$ cat src/rtl/uart_packet_sched_if.sv
// ==========================================================================
// uart_packet_sched_if : sample handshake and UART transmitter port bundle
// Revision: 1.0
// ==========================================================================
`default_nettype none

interface uart_packet_sched_if #(
  parameter int NUM_WORDS = 6,
  parameter int WORD_BITS = 16
) ();
  logic                           sample_valid;
  logic [NUM_WORDS*WORD_BITS-1:0] sample_in;
  logic                           sample_ready;
  logic                           tx_ready_in;
  logic                           tx_en;
  logic [7:0]                     tx_data;
  logic                           busy;
  logic [7:0]                     drop_cnt;

  modport slave (
    input  sample_valid, sample_in, tx_ready_in,
    output sample_ready, tx_en, tx_data, busy, drop_cnt
  );

  modport master (
    output sample_valid, sample_in, tx_ready_in,
    input  sample_ready, tx_en, tx_data, busy, drop_cnt
  );
endinterface

`default_nettype wire

$ cat src/rtl/uart_packet_sched.sv
// ==========================================================================
// uart_packet_sched : emits SYNC, sample bytes (word 0 first, MSB first), sum
// Revision: 1.0
// ==========================================================================
`default_nettype none

module uart_packet_sched #(
  parameter int         NUM_WORDS = 6,
  parameter int         WORD_BITS = 16,
  parameter logic [7:0] SYNC_BYTE = 8'hA5
) (
  input logic                clk_in,
  input logic                n_rst,
  uart_packet_sched_if.slave bus
);

  localparam int                 c_BPW   = WORD_BITS / 8;
  localparam int                 c_N     = NUM_WORDS * c_BPW;
  localparam int                 c_IDX_W = $clog2(c_N + 2);
  localparam logic [c_IDX_W-1:0] c_LAST  = c_IDX_W'(c_N + 1);

  typedef enum logic [1:0] {
    IDLE      = 2'd0,
    ISSUE     = 2'd1,
    WAIT_ACK  = 2'd2,
    WAIT_DONE = 2'd3
  } state_t;

  state_t                         r_state, w_state_nxt;
  logic [NUM_WORDS*WORD_BITS-1:0] r_sample;
  logic [c_IDX_W-1:0]             r_idx, w_idx_nxt;
  logic [7:0]                     r_csum, w_csum_nxt;
  logic [7:0]                     r_tx_data, w_tx_data_nxt;
  logic                           r_tx_en, w_tx_en_nxt;
  logic                           r_sample_ready, r_busy, w_load;
  logic [7:0]                     r_drop_cnt;
  logic [7:0]                     w_cur_byte;
  logic [7:0]                     w_data_bytes [c_N];

  // Data byte j comes from word j/BPW, most significant byte first
  generate
    for (genvar j = 0; j < c_N; j++) begin : g_byte_map
      assign w_data_bytes[j] =
        r_sample[(j / c_BPW) * WORD_BITS + (c_BPW - 1 - (j % c_BPW)) * 8 +: 8];
    end
  endgenerate

  always_comb begin
    w_cur_byte = SYNC_BYTE;
    for (int j = 0; j < c_N; j++) begin
      if (r_idx == c_IDX_W'(j + 1)) w_cur_byte = w_data_bytes[j];
    end
    if (r_idx == c_LAST) w_cur_byte = r_csum;
  end

  always_comb begin
    w_state_nxt   = r_state;
    w_idx_nxt     = r_idx;
    w_csum_nxt    = r_csum;
    w_tx_en_nxt   = 1'b0;
    w_tx_data_nxt = r_tx_data;
    w_load        = 1'b0;
    case (r_state)
      IDLE: begin
        if (bus.sample_valid && r_sample_ready) begin
          w_load      = 1'b1;
          w_idx_nxt   = '0;
          w_csum_nxt  = 8'h00;
          w_state_nxt = ISSUE;
        end
      end
      ISSUE: begin
        if (bus.tx_ready_in) begin
          w_tx_en_nxt   = 1'b1;
          w_tx_data_nxt = w_cur_byte;
          if (r_idx != '0 && r_idx != c_LAST) w_csum_nxt = r_csum + w_cur_byte;
          w_state_nxt   = WAIT_ACK;
        end
      end
      // A transmitter that keeps ready high after capture is simply waited out
      WAIT_ACK: begin
        if (!bus.tx_ready_in) w_state_nxt = WAIT_DONE;
      end
      WAIT_DONE: begin
        if (bus.tx_ready_in) begin
          if (r_idx == c_LAST) begin
            w_state_nxt = IDLE;
          end else begin
            w_idx_nxt   = r_idx + 1'b1;
            w_state_nxt = ISSUE;
          end
        end
      end
      default: w_state_nxt = IDLE;
    endcase
  end

  always_ff @(posedge clk_in or negedge n_rst) begin
    if (!n_rst) begin
      r_state        <= IDLE;
      r_sample       <= '0;
      r_idx          <= '0;
      r_csum         <= 8'h00;
      r_tx_en        <= 1'b0;
      r_tx_data      <= 8'h00;
      r_sample_ready <= 1'b0;
      r_busy         <= 1'b0;
      r_drop_cnt     <= 8'h00;
    end else begin
      r_state        <= w_state_nxt;
      r_idx          <= w_idx_nxt;
      r_csum         <= w_csum_nxt;
      r_tx_en        <= w_tx_en_nxt;
      r_tx_data      <= w_tx_data_nxt;
      r_sample_ready <= (w_state_nxt == IDLE);
      r_busy         <= (w_state_nxt != IDLE);
      if (w_load) r_sample <= bus.sample_in;
      if (bus.sample_valid && !r_sample_ready && r_drop_cnt != 8'hFF)
        r_drop_cnt <= r_drop_cnt + 8'd1;
    end
  end

  assign bus.sample_ready = r_sample_ready;
  assign bus.tx_en        = r_tx_en;
  assign bus.tx_data      = r_tx_data;
  assign bus.busy         = r_busy;
  assign bus.drop_cnt     = r_drop_cnt;

endmodule

`default_nettype wire

$ cat src/flat_wrapper.sv
// flat-port wrapper written by rule: the top's interface ports become plain ports
module uart_packet_sched_flat 
#(
  parameter int         NUM_WORDS = 6,
  parameter int         WORD_BITS = 16,
  parameter logic [7:0] SYNC_BYTE = 8'hA5
)
  (clk_in, n_rst, bus_sample_valid, bus_sample_in, bus_tx_ready_in, bus_sample_ready, bus_tx_en, bus_tx_data, bus_busy, bus_drop_cnt);
  uart_packet_sched_if #(.NUM_WORDS(NUM_WORDS), .WORD_BITS(WORD_BITS)) bus_i ();
  input logic clk_in;
  input logic n_rst;
  input wire logic [$bits(bus_i.sample_valid)-1:0] bus_sample_valid;
  input wire logic [$bits(bus_i.sample_in)-1:0] bus_sample_in;
  input wire logic [$bits(bus_i.tx_ready_in)-1:0] bus_tx_ready_in;
  output wire logic [$bits(bus_i.sample_ready)-1:0] bus_sample_ready;
  output wire logic [$bits(bus_i.tx_en)-1:0] bus_tx_en;
  output wire logic [$bits(bus_i.tx_data)-1:0] bus_tx_data;
  output wire logic [$bits(bus_i.busy)-1:0] bus_busy;
  output wire logic [$bits(bus_i.drop_cnt)-1:0] bus_drop_cnt;
  assign bus_i.sample_valid = bus_sample_valid;
  assign bus_i.sample_in = bus_sample_in;
  assign bus_i.tx_ready_in = bus_tx_ready_in;
  assign bus_sample_ready = bus_i.sample_ready;
  assign bus_tx_en = bus_i.tx_en;
  assign bus_tx_data = bus_i.tx_data;
  assign bus_busy = bus_i.busy;
  assign bus_drop_cnt = bus_i.drop_cnt;
  uart_packet_sched #(.NUM_WORDS(NUM_WORDS), .WORD_BITS(WORD_BITS), .SYNC_BYTE(SYNC_BYTE)) u_core (.clk_in(clk_in), .n_rst(n_rst), .bus(bus_i));
endmodule
$ cat config.mk
export PLATFORM = sky130hd
export DESIGN_NAME = uart_packet_sched_flat
export DESIGN_NICKNAME = d
export VERILOG_FILES = /design/src/rtl/uart_packet_sched_if.sv /design/src/rtl/uart_packet_sched.sv /design/src/flat_wrapper.sv
export SDC_FILE = /design/constraint.sdc
export NUM_CORES = 1
export LEC_CHECK = 0
export ABC_CLOCK_PERIOD_IN_PS = 3600
export CAP_MARGIN = 20
export CORE_MARGIN = 5
export CORE_UTILIZATION = 48
export DETAILED_ROUTE_END_ITERATION = 10
export GPL_TIMING_DRIVEN = 0
export PLACE_DENSITY = 0.77
export SLEW_MARGIN = 20
export SYNTH_ARGS = -nofsm -noshare
export SYNTH_HDL_FRONTEND = slang
export SYNTH_SLANG_ARGS = --single-unit
$ cat constraint.sdc
create_clock -name clk_in -period 3.6 [get_ports clk_in]
set_input_delay 0.72 -clock clk_in [delete_from_list [all_inputs] [get_ports clk_in]]
set_output_delay 0.72 -clock clk_in [all_outputs]
set_load 0.01 [all_outputs]
After elaboration in Yosys (flattened, before gate mapping) --
Cells that the tools add are included.
Storage, ports and cells: flip-flop bits (word level) 129, bits in latches 0, RAM bits 0, bits in read-only memories 0, word-level logic and storage cells 80, memories kept 0
Cells by class: add/subtract/negate cells 3, multipliers 0, div/mod/pow operators 0, magnitude comparators 0, equality and inequality tests 23, shift-type cells 0, mux-type cells 31, bitwise logic cells 0, reduce and logical (&&, ||, !) cells 14
Operators by type and width (number):
- $mux W8 | 16
- $eq A4 B4 Y1 const B | 6
- $eq A4 B3 Y1 const B | 4
- $pmux W8 S2 | 1
- $mux W4 | 3
- $add A8 B1 Y8 const B | 1
- $add A8 B8 Y8 | 1
- $eq A4 B2 Y1 const B | 2
- $mux W2 | 4
- $ne A8 B8 Y1 const B | 1
- $pmux W2 S4 | 1
- $pmux W4 S2 | 1
- $reduce_and A4 Y1 | 2
- $ne A2 B2 Y1 const B | 3
- $reduce_bool A2 Y1 | 3
- $mux W1 | 5
- $add A4 B1 Y4 const B | 1
- $eq A2 B2 Y1 const B | 2
- $eq A4 B1 Y1 const B | 1
- $logic_and A1 B1 Y1 | 4
- $logic_not A2 Y1 | 2
- $ne A2 B1 Y1 const B | 2
- $ne A4 B4 Y1 const B | 1
- $reduce_bool A4 Y1 | 1
- other kinds (3) | 3

Longest topological paths before layout --
Gate-level depths: netlist (run 1).
depth in word-level cells 18, depth in mapped cells 19

Worst setup path before layout (run 1) --
No wires, ideal clock.
path kind register to register, start register u_core.r_idx[1], end register u_core.r_csum[7], library setup time 134 ps, arrival time 3251 ps, data required time 3466 ps, setup slack 215 ps, cell stages (with the launch flop) 18, path buffers 3, path through dfrtp_1 inv_1 ha_1 buf_6 buf_2 buf_2 nand3_1 o221ai_1 o21ai_0 o311ai_1 inv_1 ha_1 a21oi_1 o2111ai_1 nand2_1 mux2_2 a2111oi_1 nand2_1
Between the ends: word-level cells in the longest chain between the ends 18
RTL lines:
- start: declaration | line uart_packet_sched.sv:31 | logic [c_IDX_W-1:0] r_idx, w_idx_nxt;
- start signal: assignment | line uart_packet_sched.sv:111 | r_idx <= w_idx_nxt;
- $eq A4 B1 Y1 | line uart_packet_sched.sv:51 | if (r_idx == c_IDX_W'(j + 1)) w_cur_byte = w_data_bytes[j];
- $mux W8 (12 in series) | line uart_packet_sched.sv:51
- $mux W8 * | line uart_packet_sched.sv:53 | if (r_idx == c_LAST) w_cur_byte = r_csum;
- named net u_core.w_cur_byte[1] | line uart_packet_sched.sv:37 | logic [7:0] w_cur_byte;
- $add A8 B8 Y8 * | line uart_packet_sched.sv:76 | if (r_idx != '0 && r_idx != c_LAST) w_csum_nxt = r_csum + w_cur_byte;
- $mux W8 * | line uart_packet_sched.sv:76
- $mux W8 * | line uart_packet_sched.sv:73 | if (bus.tx_ready_in) begin
- $pmux W8 S2 * | line uart_packet_sched.sv:63 | case (r_state)
- end signal: assignment | line uart_packet_sched.sv:112 | r_csum <= w_csum_nxt;
- end: declaration | line uart_packet_sched.sv:32 | logic [7:0] r_csum, w_csum_nxt;
Mark *: on every way through the listed nets, which the timed path passes. The rest lies on a longest branch. The select of a mux whose other input is x is not followed. A chain may end at the register's enable or synchronous reset.

Final worst setup path (run 1) --
start register u_core.r_idx[0], end register u_core.r_csum[6]
The elaborated chain is that of the path after synthesis.

==> results.toml, run 1 <==
[cts]
path_clk_slew_ns = 0.06
clock_sinks = 129
clock_latency_ns = 0.42
numCtsBuffers = 17
cts_tree = "yes"
cts_max_level = 4
cts_hold_buf = 0
cts_root_buffer = "clkbuf_16"
clockBufferDepth = 2

[run]
max_cap_violations = 0

[timing]
rsz0062_at_grt = "true"
slew_headroom = 0.4635
finalCriticalPeriod_ns = 3.680
fmax_ghz = 0.2717
setup_slack_ns = -0.08011
worst-slew-pin-transition_ns = 0.8030
finalCritPeriodShare = 1.022
hold_slack_ns = 0.2138
hold_viol_final = 0
finalMaxSlewViolations = 0
finClkSkew_ns = 0.006579
finalSetupViolCount = 2

[route]
wire_per_inst_um = 18.31
drtIter0Drc = 545
wl_met3_mm = 1.301
post-route-drc-count = 0
routed_via_density = 5.573
wl_met2_mm = 10.33
dr_total_vias = 6470
ant_nets = 0
top_layer = "met5"
drt-met1-wl_mm = 8.798
wirelength_mm = 21.26
firstDrtPassIters = 5

[final_layout]
final_cell_mix = "331 x nand2_1, 127 x dfrtp_1, 117 x clkdlybuf4s50_1, 33 x nor2_1, 27 x o21ai_0"
layout-drive-gt1-share = 0.1346
diodes = 0
fin_util = 0.6785
area_delta_synth_final_pct = 39.26
design_area_mm2 = 0.009382
nNetsFinal = 1081
layout_commonest_cell = "nand2_1"
nFillCells = 1107

[setup_path]
required_ns = 3.91
crit_path_end_kind = "flip-flop"
path_class = "reg -> reg"
worst_ep_arrival_time_ns = 3.99
r2r-start = "u_core.r_idx[0]$_DFFE_PN0P_"
crit_path_start = "u_core.r_idx[0]$_DFFE_PN0P_"
ff2ff_setup_slack_ns = -0.08
path_max_fanout = 7
startpoint_type = "flip-flop"

[logic_synthesis]
async_flop_share = 1.000
syn_inst = 813
yosys_warnings = 0
synth_flop_cell = "dfrtp_1"
synth_edf_count = 0
synth_area_mm2 = 0.006736
ys_ff_latch = 129
syn_nets = 926
synth_top_cell_by_area = "dfrtp_1"
synth.top_cell.area_share = 0.4792
syn_avg_cell_area_um2 = 8.286
synth_cell_types = 64
ys_seq_area_frac = 0.4792
ys_top_cells_by_area = "dfrtp_1 48%, nand2_1 18%, o21ai_0 2.4%"

[global_route]
antenna_found_initial = 1
grt_max_degree = 73
grt_first_pass_wirelength_mm = 33.27
grt_pass1_vias = 6507
gr-total-overflow = 0
grt_usage = 0.2593

[die]
rows = 43
initial_core_util = 0.4872
core-area_mm2 = 0.01383
die-area_mm2 = 0.01650
pin_count = 119
die_h_um = 128.5
die_x_um = 128.5

[power_and_ir_drop]
power.density_mw_per_mm2 = 855.2
p_leak_nw = 4.290
peakVddDrop_v = 0.0003973

[outcome]
status = "finished with violations"
violations = "negative setup slack"

[placement]
gp_congestion = 0.9615
placed_area_mm2 = 0.008175
dpl.hpwl_mm = 14.83
io_buffers = 118

[worst_hold_path]
holdCritPathClass = "in -> async"
-- timing repair --
action / in CTS / in global routing
endpoints found under the setup margin: 5 / 3
gates resized for setup: 82 / 14
setup buffers: 13 / 5
cloned: 0 / 1
pin swaps: 22 / 15
-- layout make-up --
| type | count | area (um^2) | area share |
|---|---|---|---|
| Sequential cell | 129 | 3231 | 0.3444 |
| Timing Repair Buffer | 138 | 1394 | 0.1486 |
| Clock buffer | 23 | 488.0 | 0.05201 |
| Multi-Input combinational cell | 614 | 3486 | 0.3716 |
| Tap cell | 180 | 225.2 | 0.02401 |
| Buffer | 47 | 300.3 | 0.03201 |
| Clock inverter | 9 | 176.4 | 0.01880 |
| Inverter | 21 | 81.33 | 0.008669 |
-- report_power, final --
group	switching (W)	leakage (nW)	internal, W	total, W
clock network	0.000629	0.323	0.00130	0.00193
registers	0.000524	1.62	0.00210	0.00263
logic	0.00186	2.35	0.00160	0.00347
total	0.00302	4.29	0.00501	0.00802
-- cell usage after synthesis, types with 3 or more instances --
master	instances
clkbuf_1	25
o22ai_1	3
nor2_1	35
nor3_1	6
nand2_1	332
mux2_2	5
xor2_1	4
o31a_1	3
a31oi_1	3
a22oi_1	3
buf_4	5
nand2b_1	8
buf_2	16
a221oi_1	6
ha_1	12
nor3b_1	8
inv_1	21
a21oi_1	23
a211oi_1	10
dfrtp_1	129
mux2i_1	4
o31ai_1	8
nand3_1	9
nor2b_1	21
o21ai_1	3
xnor2_1	7
o21a_1	4
nand3b_1	13
nand4_1	6
o21ai_0	32
-- final timing paths --
check / to / cells after the start
max in group asynchronous: u_core.r_sample[13]$_DFFE_PN0P_ / 2
worst min-delay path: u_core.bus.drop_cnt[1]$_DFFE_PN0P_ / 1
min in group clk_in: u_core.bus.tx_data[1]$_DFFE_PN0P_ / 2
worst max-delay path: u_core.r_csum[6]$_DFFE_PN0P_ / 16
worst min register to register: u_core.bus.tx_data[1]$_DFFE_PN0P_ / 2
worst max register to register: u_core.r_csum[6]$_DFFE_PN0P_ / 16
-- per-layer routing --
| layer | up-vias | global-route usage |
|---|---|---|
| met4 | 2 | 0.1086 |
| li1 | 3027 | - |
| met2 | 268 | 0.4263 |
| met5 | - | 0 |
| met3 | 75 | 0.05106 |
| met1 | 3098 | 0.3361 |
-- cell families after synthesis --
| group | share of synthesized area |
|---|---|
| simple gates | 0.2870 |
| compound gates | 0.1330 |
| mux | 0.01430 |
| fa+ha+maj | 0.02526 |
| buf+inv | 0.04699 |
| flops | 0.4792 |
| xor+xnor | 0.01430 |
-- worst max-delay path: stages, from the launching register on --
cell,delay (ns)
dfrtp_2,0.48
inv_4,0.11
ha_4,0.23
buf_8,0.15
nor2_2,0.04
a22o_1,0.19
o311a_1,0.41
o31ai_4,0.33
o31ai_4,0.15
nor2_1,0.12
ha_1,0.30
buf_6,0.16
o21ai_2,0.07
a21boi_2,0.08
o21a_1,0.19
or3_1,0.32
a31o_2,0.25
-- stage by stage --
stage	std cells	power [W]	TNS, ns	worst slack [ns]
after floorplan	813	0.004312	0	0.2148
after global placement	1111	0.005288	-412.78	-3.200
after detailed placement	1112	0.005370	-1.707	-0.7822
after CTS	1155	0.007780	-0.004271	-0.004271
after global routing	1161	0.008479	-0.3806	-0.2185
final	1161	0.008023	-0.1213	-0.08011
-- registers in the layout, indices dropped and copies added (netlist names) --
name / count
u_core.r_csum: 8
u_core.bus.sample_ready: 1
u_core.r_sample: 96
u_core.bus.busy: 1
u_core.r_state: 2
u_core.bus.tx_en: 1
u_core.bus.tx_data: 8
u_core.r_idx: 4
u_core.bus.drop_cnt: 8
Power figures use the tool's default switching activity.
==> inputs of run 2 (changes only) <==
--- a/config.mk
+++ b/config.mk
@@ -5,13 +5,13 @@
 export SDC_FILE = /design/constraint.sdc
 export NUM_CORES = 1
 export LEC_CHECK = 0
-export ABC_CLOCK_PERIOD_IN_PS = 3600
+export ABC_CLOCK_PERIOD_IN_PS = 3750
 export CAP_MARGIN = 20
 export CORE_MARGIN = 5
-export CORE_UTILIZATION = 48
+export CORE_UTILIZATION = 53
 export DETAILED_ROUTE_END_ITERATION = 10
 export GPL_TIMING_DRIVEN = 0
-export PLACE_DENSITY = 0.77
+export PLACE_DENSITY = 0.8
 export SLEW_MARGIN = 20
 export SYNTH_ARGS = -nofsm -noshare
 export SYNTH_HDL_FRONTEND = slang
==> constraint.sdc (replaced) <==
create_clock -name clk_in -period 3.75 [get_ports clk_in]
set_input_delay 0.75 -clock clk_in [delete_from_list [all_inputs] [get_ports clk_in]]
set_output_delay 0.75 -clock clk_in [all_outputs]
set_load 0.01 [all_outputs]
==> run 2 against run 1 <==
  * The flow now finishes without violations
  * Hold slack better by 0.018 ns
  * Core utilization is 5.6 points higher
  * Setup slack improved by 0.13 ns
  * Routed wire length decreased by 1.8%
  * Non-clock buffer count decreased by 10
  * Critical path depth up 2
  * Global-route usage up 2.5 points
  * Critical path type unchanged
==> results.toml, run 2 (synthesis gave the netlist of run 1 again) <==
[final_layout]
final_cell_mix = "332 x nand2_1, 127 x dfrtp_1, 117 x clkdlybuf4s50_1, 34 x nor2_1, 27 x o21ai_0"
nFillCells = 972
design_area_mm2 = 0.009199
layout_commonest_cell = "nand2_1"
seq_area_mm2 = 0.003231
area_delta_synth_final_pct = 36.55
largest_reg_flops = 96
layout-drive-gt1-share = 0.1195
nNetsFinal = 1071
diodes = 0
fin_util = 0.7349
multi_input_area_mm2 = 0.003472
top_register = "u_core.r_sample"

[route]
wirelength_mm = 20.88
ant_nets = 0
firstDrtPassIters = 6
wire_per_inst_um = 18.27
drtIter0Drc = 593
routed_via_density = 5.594
post-route-drc-count = 0
dr_total_vias = 6394

[setup_path]
path_common_cell = "buf_6"
crit_chain = "buf_6 -> ha_4 -> buf_6 -> buf_6 -> nand3b_1 -> a21oi_2 -> a211oi_2 -> o31ai_4 -> o31ai_4 -> nor2_1 -> ha_1 -> nand3_2 -> o2111ai_2 -> nand2_1 -> buf_4 -> a211oi_1 -> a2111oi_4 -> nand2_1"
worst-path-buf-inv = 4
critPathTopFamily = "compound AO/OA/AOI/OAI gates"
crit_path_end_kind = "flip-flop"
path_class = "reg -> reg"
slowest_delay_ns = 0.46
required_ns = 4.11
critPathSlowestCell = "dfrtp_2"
startpoint_type = "flip-flop"
worst_ep_arrival_time_ns = 4.07
path_max_fanout = 10

[global_route]
gr-total-overflow = 0
grt_usage = 0.2839
grt_pass1_vias = 6313
antenna_found_initial = 0
grt_max_degree = 74
grt_first_pass_wirelength_mm = 32.60

[cts]
path_clk_slew_ns = 0.06
cts_max_level = 4
clock_sinks = 129
cts_tree = "yes"
clockBufferDepth = 2
numCtsBuffers = 17
clock_latency_ns = 0.44
cts_hold_buf = 0
cts_root_buffer = "clkbuf_16"

[worst_hold_path]
holdCritPathClass = "in -> async"

[placement]
gp_congestion = 0.9846
placed_area_mm2 = 0.008165
io_buffers = 118
dpl.hpwl_mm = 14.73

[timing]
finalMaxSlewViolations = 0
finalSetupViolCount = 0
fmax_ghz = 0.2701
worst-slew-pin-transition_ns = 0.7930
finClkSkew_ns = 0.01878
slew_headroom = 0.4713
finalCriticalPeriod_ns = 3.703
hold_viol_final = 0
finalCritPeriodShare = 0.9874
rsz0062_at_grt = "true"
hold_slack_ns = 0.2317

[die]
die_x_um = 122.7
core-area_mm2 = 0.01252
die_h_um = 122.7
pin_count = 119
rows = 41
die-area_mm2 = 0.01507
initial_core_util = 0.5382

[power_and_ir_drop]
power.density_mw_per_mm2 = 808.7
peakVddDrop_v = 0.0003908
p_leak_nw = 4.198

[outcome]
status = "finished, final reports clean"

[run]
max_cap_violations = 0
-- run 2: worst paths after layout --
| kind | slack [ns] | start | depth (start not counted) | endpoint |
|---|---|---|---|---|
| max | 0.05 | u_core.r_idx[1]$_DFFE_PN0P_ | 18 | u_core.r_csum[7]$_DFFE_PN0P_ |
| min | 0.23 | n_rst | 1 | u_core.bus.drop_cnt[5]$_DFFE_PN0P_ |
| max reg2reg | 0.05 | u_core.r_idx[1]$_DFFE_PN0P_ | 18 | u_core.r_csum[7]$_DFFE_PN0P_ |
| min reg2reg | 0.48 | u_core.bus.tx_data[6]$_DFFE_PN0P_ | 2 | u_core.bus.tx_data[6]$_DFFE_PN0P_ |
| max in group asynchronous | 2.82 | n_rst | 2 | u_core.r_idx[1]$_DFFE_PN0P_ |
| min in group clk_in | 0.48 | u_core.bus.tx_data[6]$_DFFE_PN0P_ | 2 | u_core.bus.tx_data[6]$_DFFE_PN0P_ |
-- run 2: timing repair --
action,in CTS,in global routing
gates resized for setup,42,47
pin swaps,4,20
setup buffers,3,5
setup endpoints to repair,4,3
hold endpoints to repair,0,0
-- run 2: cell type report --
type	instances	area share
clock inverters	8	0.01374
multi-input cells	614	0.3774
repair buffers	127	0.1389
flip-flops and latches	129	0.3512
plain buffers	48	0.03278
inverters	21	0.009113
clock buffers	24	0.05345
well taps	172	0.02339
-- run 2: layer usage --
layer	track usage	routed length (um)	part of all wire	vias to the layer above
met4	0.1085	639	0.031	0
met1	0.3675	8608	0.41	3074
met2	0.4691	10290	0.49	273
li1	-	-	-	2997
met3	0.05945	1343	0.064	50
met5	0	0	0	-
-- run 2: through the flow --
stage | total power (W) | TNS (ns) | worst slack [ns] | instances
floorplan | 0.004140 | 0 | 0.3648 | 813
global placement | 0.005069 | -397.18 | -3.084 | 1103
detailed placement | 0.005158 | -0.8798 | -0.5339 | 1104
CTS | 0.007083 | 0 | 0.01935 | 1138
global route | 0.007867 | -0.1468 | -0.09711 | 1143
finish | 0.007439 | 0 | 0.04719 | 1143
-- run 2: worst register-to-register path: stages (launching register included) --
cell,delay (ns)
dfrtp_2,0.46
buf_6,0.14
ha_4,0.19
buf_6,0.16
buf_6,0.15
nand3b_1,0.17
a21oi_2,0.22
a211oi_2,0.10
o31ai_4,0.31
o31ai_4,0.14
nor2_1,0.15
ha_1,0.28
nand3_2,0.14
o2111ai_2,0.22
nand2_1,0.12
buf_4,0.16
a211oi_1,0.36
a2111oi_4,0.10
nand2_1,0.07
-- run 2: power by group --
| part | switching (W) | internal (W) | total [W] |
|---|---|---|---|
| registers | 0.000507 | 0.00202 | 0.00253 |
| clock network | 0.000612 | 0.00111 | 0.00173 |
| logic | 0.00174 | 0.00144 | 0.00318 |
==> inputs of run 3 (changes only) <==
--- a/config.mk
+++ b/config.mk
@@ -5,13 +5,14 @@
 export SDC_FILE = /design/constraint.sdc
 export NUM_CORES = 1
 export LEC_CHECK = 0
+export ABC_AREA = 1
 export ABC_CLOCK_PERIOD_IN_PS = 3750
 export CAP_MARGIN = 20
 export CORE_MARGIN = 5
 export CORE_UTILIZATION = 53
 export DETAILED_ROUTE_END_ITERATION = 10
 export GPL_TIMING_DRIVEN = 0
-export PLACE_DENSITY = 0.8
+export PLACE_DENSITY = 0.81
 export SLEW_MARGIN = 20
 export SYNTH_ARGS = -nofsm -noshare
 export SYNTH_HDL_FRONTEND = slang
==> run 3 against run 2 <==
  * Non-clock buffer count shrank 20
  * Critical path depth rose by 15
  * Combinational power decreased by 12%
  * Final cell count increased by 0.70%
  * Global-route usage is 4.4 points lower
  * Power down 6.6%
  * Synthesized cell count increased by 4.2%
  * Via count decreased by 7.8%
  * Routed wire length shrank 20%
  * Final area down 6.2%
  * Critical endpoint unchanged
==> results.toml, run 3 <==
[cts]
cts_max_level = 4
numCtsBuffers = 17
clock_sinks = 129
path_clk_slew_ns = 0.06
cts_hold_buf = 0
cts_tree = "yes"
clock_latency_ns = 0.43
cts_root_buffer = "clkbuf_16"
clockBufferDepth = 2

[logic_synthesis]
synth_area_mm2 = 0.006471
ys_seq_area_frac = 0.4988
yosys_warnings = 0
synth_commonest_cells = "387 x nand2_1, 129 x dfrtp_1, 64 x inv_1, 48 x nand3_1, 47 x nor2_1"
synth_edf_count = 0
synth_cell_types = 39
async_flop_share = 1.000
syn_nets = 960
synth_flop_cell = "dfrtp_1"
synth_top_cell_by_area = "dfrtp_1"
synth.top_cell.area_share = 0.4988
yosysMostFrequentCell = "nand2_1"
syn_inst = 847
ys_ff_latch = 129
syn_avg_cell_area_um2 = 7.640
ys_top_cells_by_area = "dfrtp_1 50%, nand2_1 22%, nand3_1 3.7%"

[setup_path]
startpoint_type = "flip-flop"
ff2ff_setup_slack_ns = 0.03
path_common_cell = "nor2_1"
worst_ep_arrival_time_ns = 4.04
required_ns = 4.07
path_max_fanout = 4
r2r-start = "u_core.r_idx[1]$_DFFE_PN0P_"
critPathSlowestCell = "dfrtp_2"
reg2regPathDepth = 33
path_class = "reg -> reg"
timing.rr.end = "u_core.r_csum[7]$_DFFE_PN0P_"
crit_path_end_kind = "flip-flop"
slowest_delay_ns = 0.44

[timing]
fmax_ghz = 0.2689
finalSetupViolCount = 0
finalMaxSlewViolations = 0
hold_viol_final = 0
hold_slack_ns = 0.2657
rsz0062_at_grt = "true"
slew_headroom = 0.5528
finClkSkew_ns = 0.008438
finalCritPeriodShare = 0.9918
worst-slew-pin-transition_ns = 0.6708
finalCriticalPeriod_ns = 3.719

[global_route]
antenna_found_initial = 0
grt_pass1_vias = 5866
grt_usage = 0.2399
gr-total-overflow = 0
grt_first_pass_wirelength_mm = 27.34
grt_max_degree = 68

[final_layout]
nNetsFinal = 1104
final_cell_mix = "383 x nand2_1, 127 x dfrtp_1, 117 x clkdlybuf4s50_1, 59 x inv_1, 48 x nand3_1"
layout-drive-gt1-share = 0.1096
nFillCells = 921
top_register = "u_core.r_sample"
diodes = 0
area_delta_synth_final_pct = 33.33
layout_commonest_cell = "nand2_1"
largest_reg_flops = 96
design_area_mm2 = 0.008628

[run]
max_cap_violations = 0

[power_and_ir_drop]
peakVddDrop_v = 0.0004592
power.density_mw_per_mm2 = 805.6
p_leak_nw = 4.326

[placement]
placed_area_mm2 = 0.007869
dpl.hpwl_mm = 11.89
gp_congestion = 0.9025
io_buffers = 118

[route]
routed_via_density = 5.122
wire_per_inst_um = 14.51
ant_nets = 0
dr_total_vias = 5895
drtIter0Drc = 479
firstDrtPassIters = 7
wirelength_mm = 16.70
post-route-drc-count = 0

[die]
die_h_um = 120.5
pin_count = 119
rows = 40
initial_core_util = 0.5387
die-area_mm2 = 0.01452
core-area_mm2 = 0.01201
die_x_um = 120.5

[outcome]
status = "finished, final reports clean"

[worst_hold_path]
holdCritPathClass = "in -> async"
-- run 3: cell count changes after synthesis, moves of 8 or more --
| cell | change |
|---|---|
| a211oi_1 | -10 |
| a21oi_1 | -10 |
| buf_2 | -13 |
| inv_1 | +43 |
| nand2_1 | +55 |
| nand2b_1 | -8 |
| nand3_1 | +39 |
| nand3b_1 | -13 |
| nor2_1 | +12 |
| nor2b_1 | -21 |
| or2_2 | +13 |
-- run 3: through the flow --
stage	TNS [ns]	setup slack, ns	power [W]	util	cells
2_1_floorplan	0	0.5218	0.004098	-	847
3_3_place_gp	-394.15	-3.063	0.004883	0.6524	1112
3_5_place_dp	-0.09697	-0.09697	0.004982	0.6551	1113
4_1_cts	0	0.01375	0.006789	0.7080	1145
5_1_grt	-0.3906	-0.2630	0.007477	0.7183	1151
6_report	0	0.03062	0.006951	0.7183	1151
-- run 3: worst max-delay path, delay by kind of cell (launching register included) --
kind	cells	cell delay (ns)
DFF	1	0.44
adders and majority gates	2	0.34
buffers and inverters	4	0.29
AOI/OAI and AO/OA	6	0.77
and+or+nand+nor	21	1.78
-- run 3: final cells by class --
type                            count  area [um^2]  share of cell area
Sequential cell                   129         3231              0.3744
Multi-Input combinational cell    616         2908              0.3370
Timing Repair Buffer              125         1259              0.1459
Clock buffer                       18        439.2             0.05090
Inverter                           72        277.8             0.03219
Clock inverter                     14        188.9             0.02190
Tap cell                          147        183.9             0.02132
Buffer                             30        141.4             0.01639
-- run 3: metal layers --
layer | wire [um] | global-route usage | share of wire | vias up
met1 | 7402 | 0.3205 | 0.44 | 2749
met3 | 997 | 0.04864 | 0.060 | 35
met4 | 504 | 0.1069 | 0.030 | 0
li1 | - | - | - | 2917
met5 | 0 | 0 | 0 | -
met2 | 7793 | 0.3793 | 0.47 | 194
-- run 3: worst max path at each step --
stage / start / slack, ns / to
floorplan: u_core.r_idx[0]$_DFFE_PN0P_ / 0.52 / u_core.r_csum[6]$_DFFE_PN0P_
global placement: n_rst / -3.06 / u_core.r_sample[80]$_DFFE_PN0P_
detailed placement: u_core.r_idx[1]$_DFFE_PN0P_ / -0.1 / u_core.r_csum[6]$_DFFE_PN0P_
CTS: u_core.r_idx[1]$_DFFE_PN0P_ / 0.01 / u_core.r_csum[7]$_DFFE_PN0P_
global route: u_core.r_idx[1]$_DFFE_PN0P_ / -0.26 / u_core.r_csum[7]$_DFFE_PN0P_
finish: u_core.r_idx[1]$_DFFE_PN0P_ / 0.03 / u_core.r_csum[7]$_DFFE_PN0P_
-- run 3: cell families (layout without fill, tap and decap cells) --
family	count (synthesis)	in the layout	share of synthesized area
simple gates	524	524	0.3358
buf+inv	102	259	0.06342
xor+xnor	9	9	0.01218
compound gates	70	70	0.06342
fa+ha+maj	13	13	0.02629
flops	129	129	0.4988
-- run 3: what timing repair did --
action	4_1_cts	5_1_grt
setup buffers	0	6
endpoints found under the setup margin	2	4
pin swaps	1	20
cloned	0	0
resized for setup	3	25
-- run 3: where the power goes --
group          total, W  internal, W  switching, W
combinational   0.00279      0.00113       0.00166
sequential      0.00241      0.00202      0.000390
clock           0.00175      0.00113      0.000628
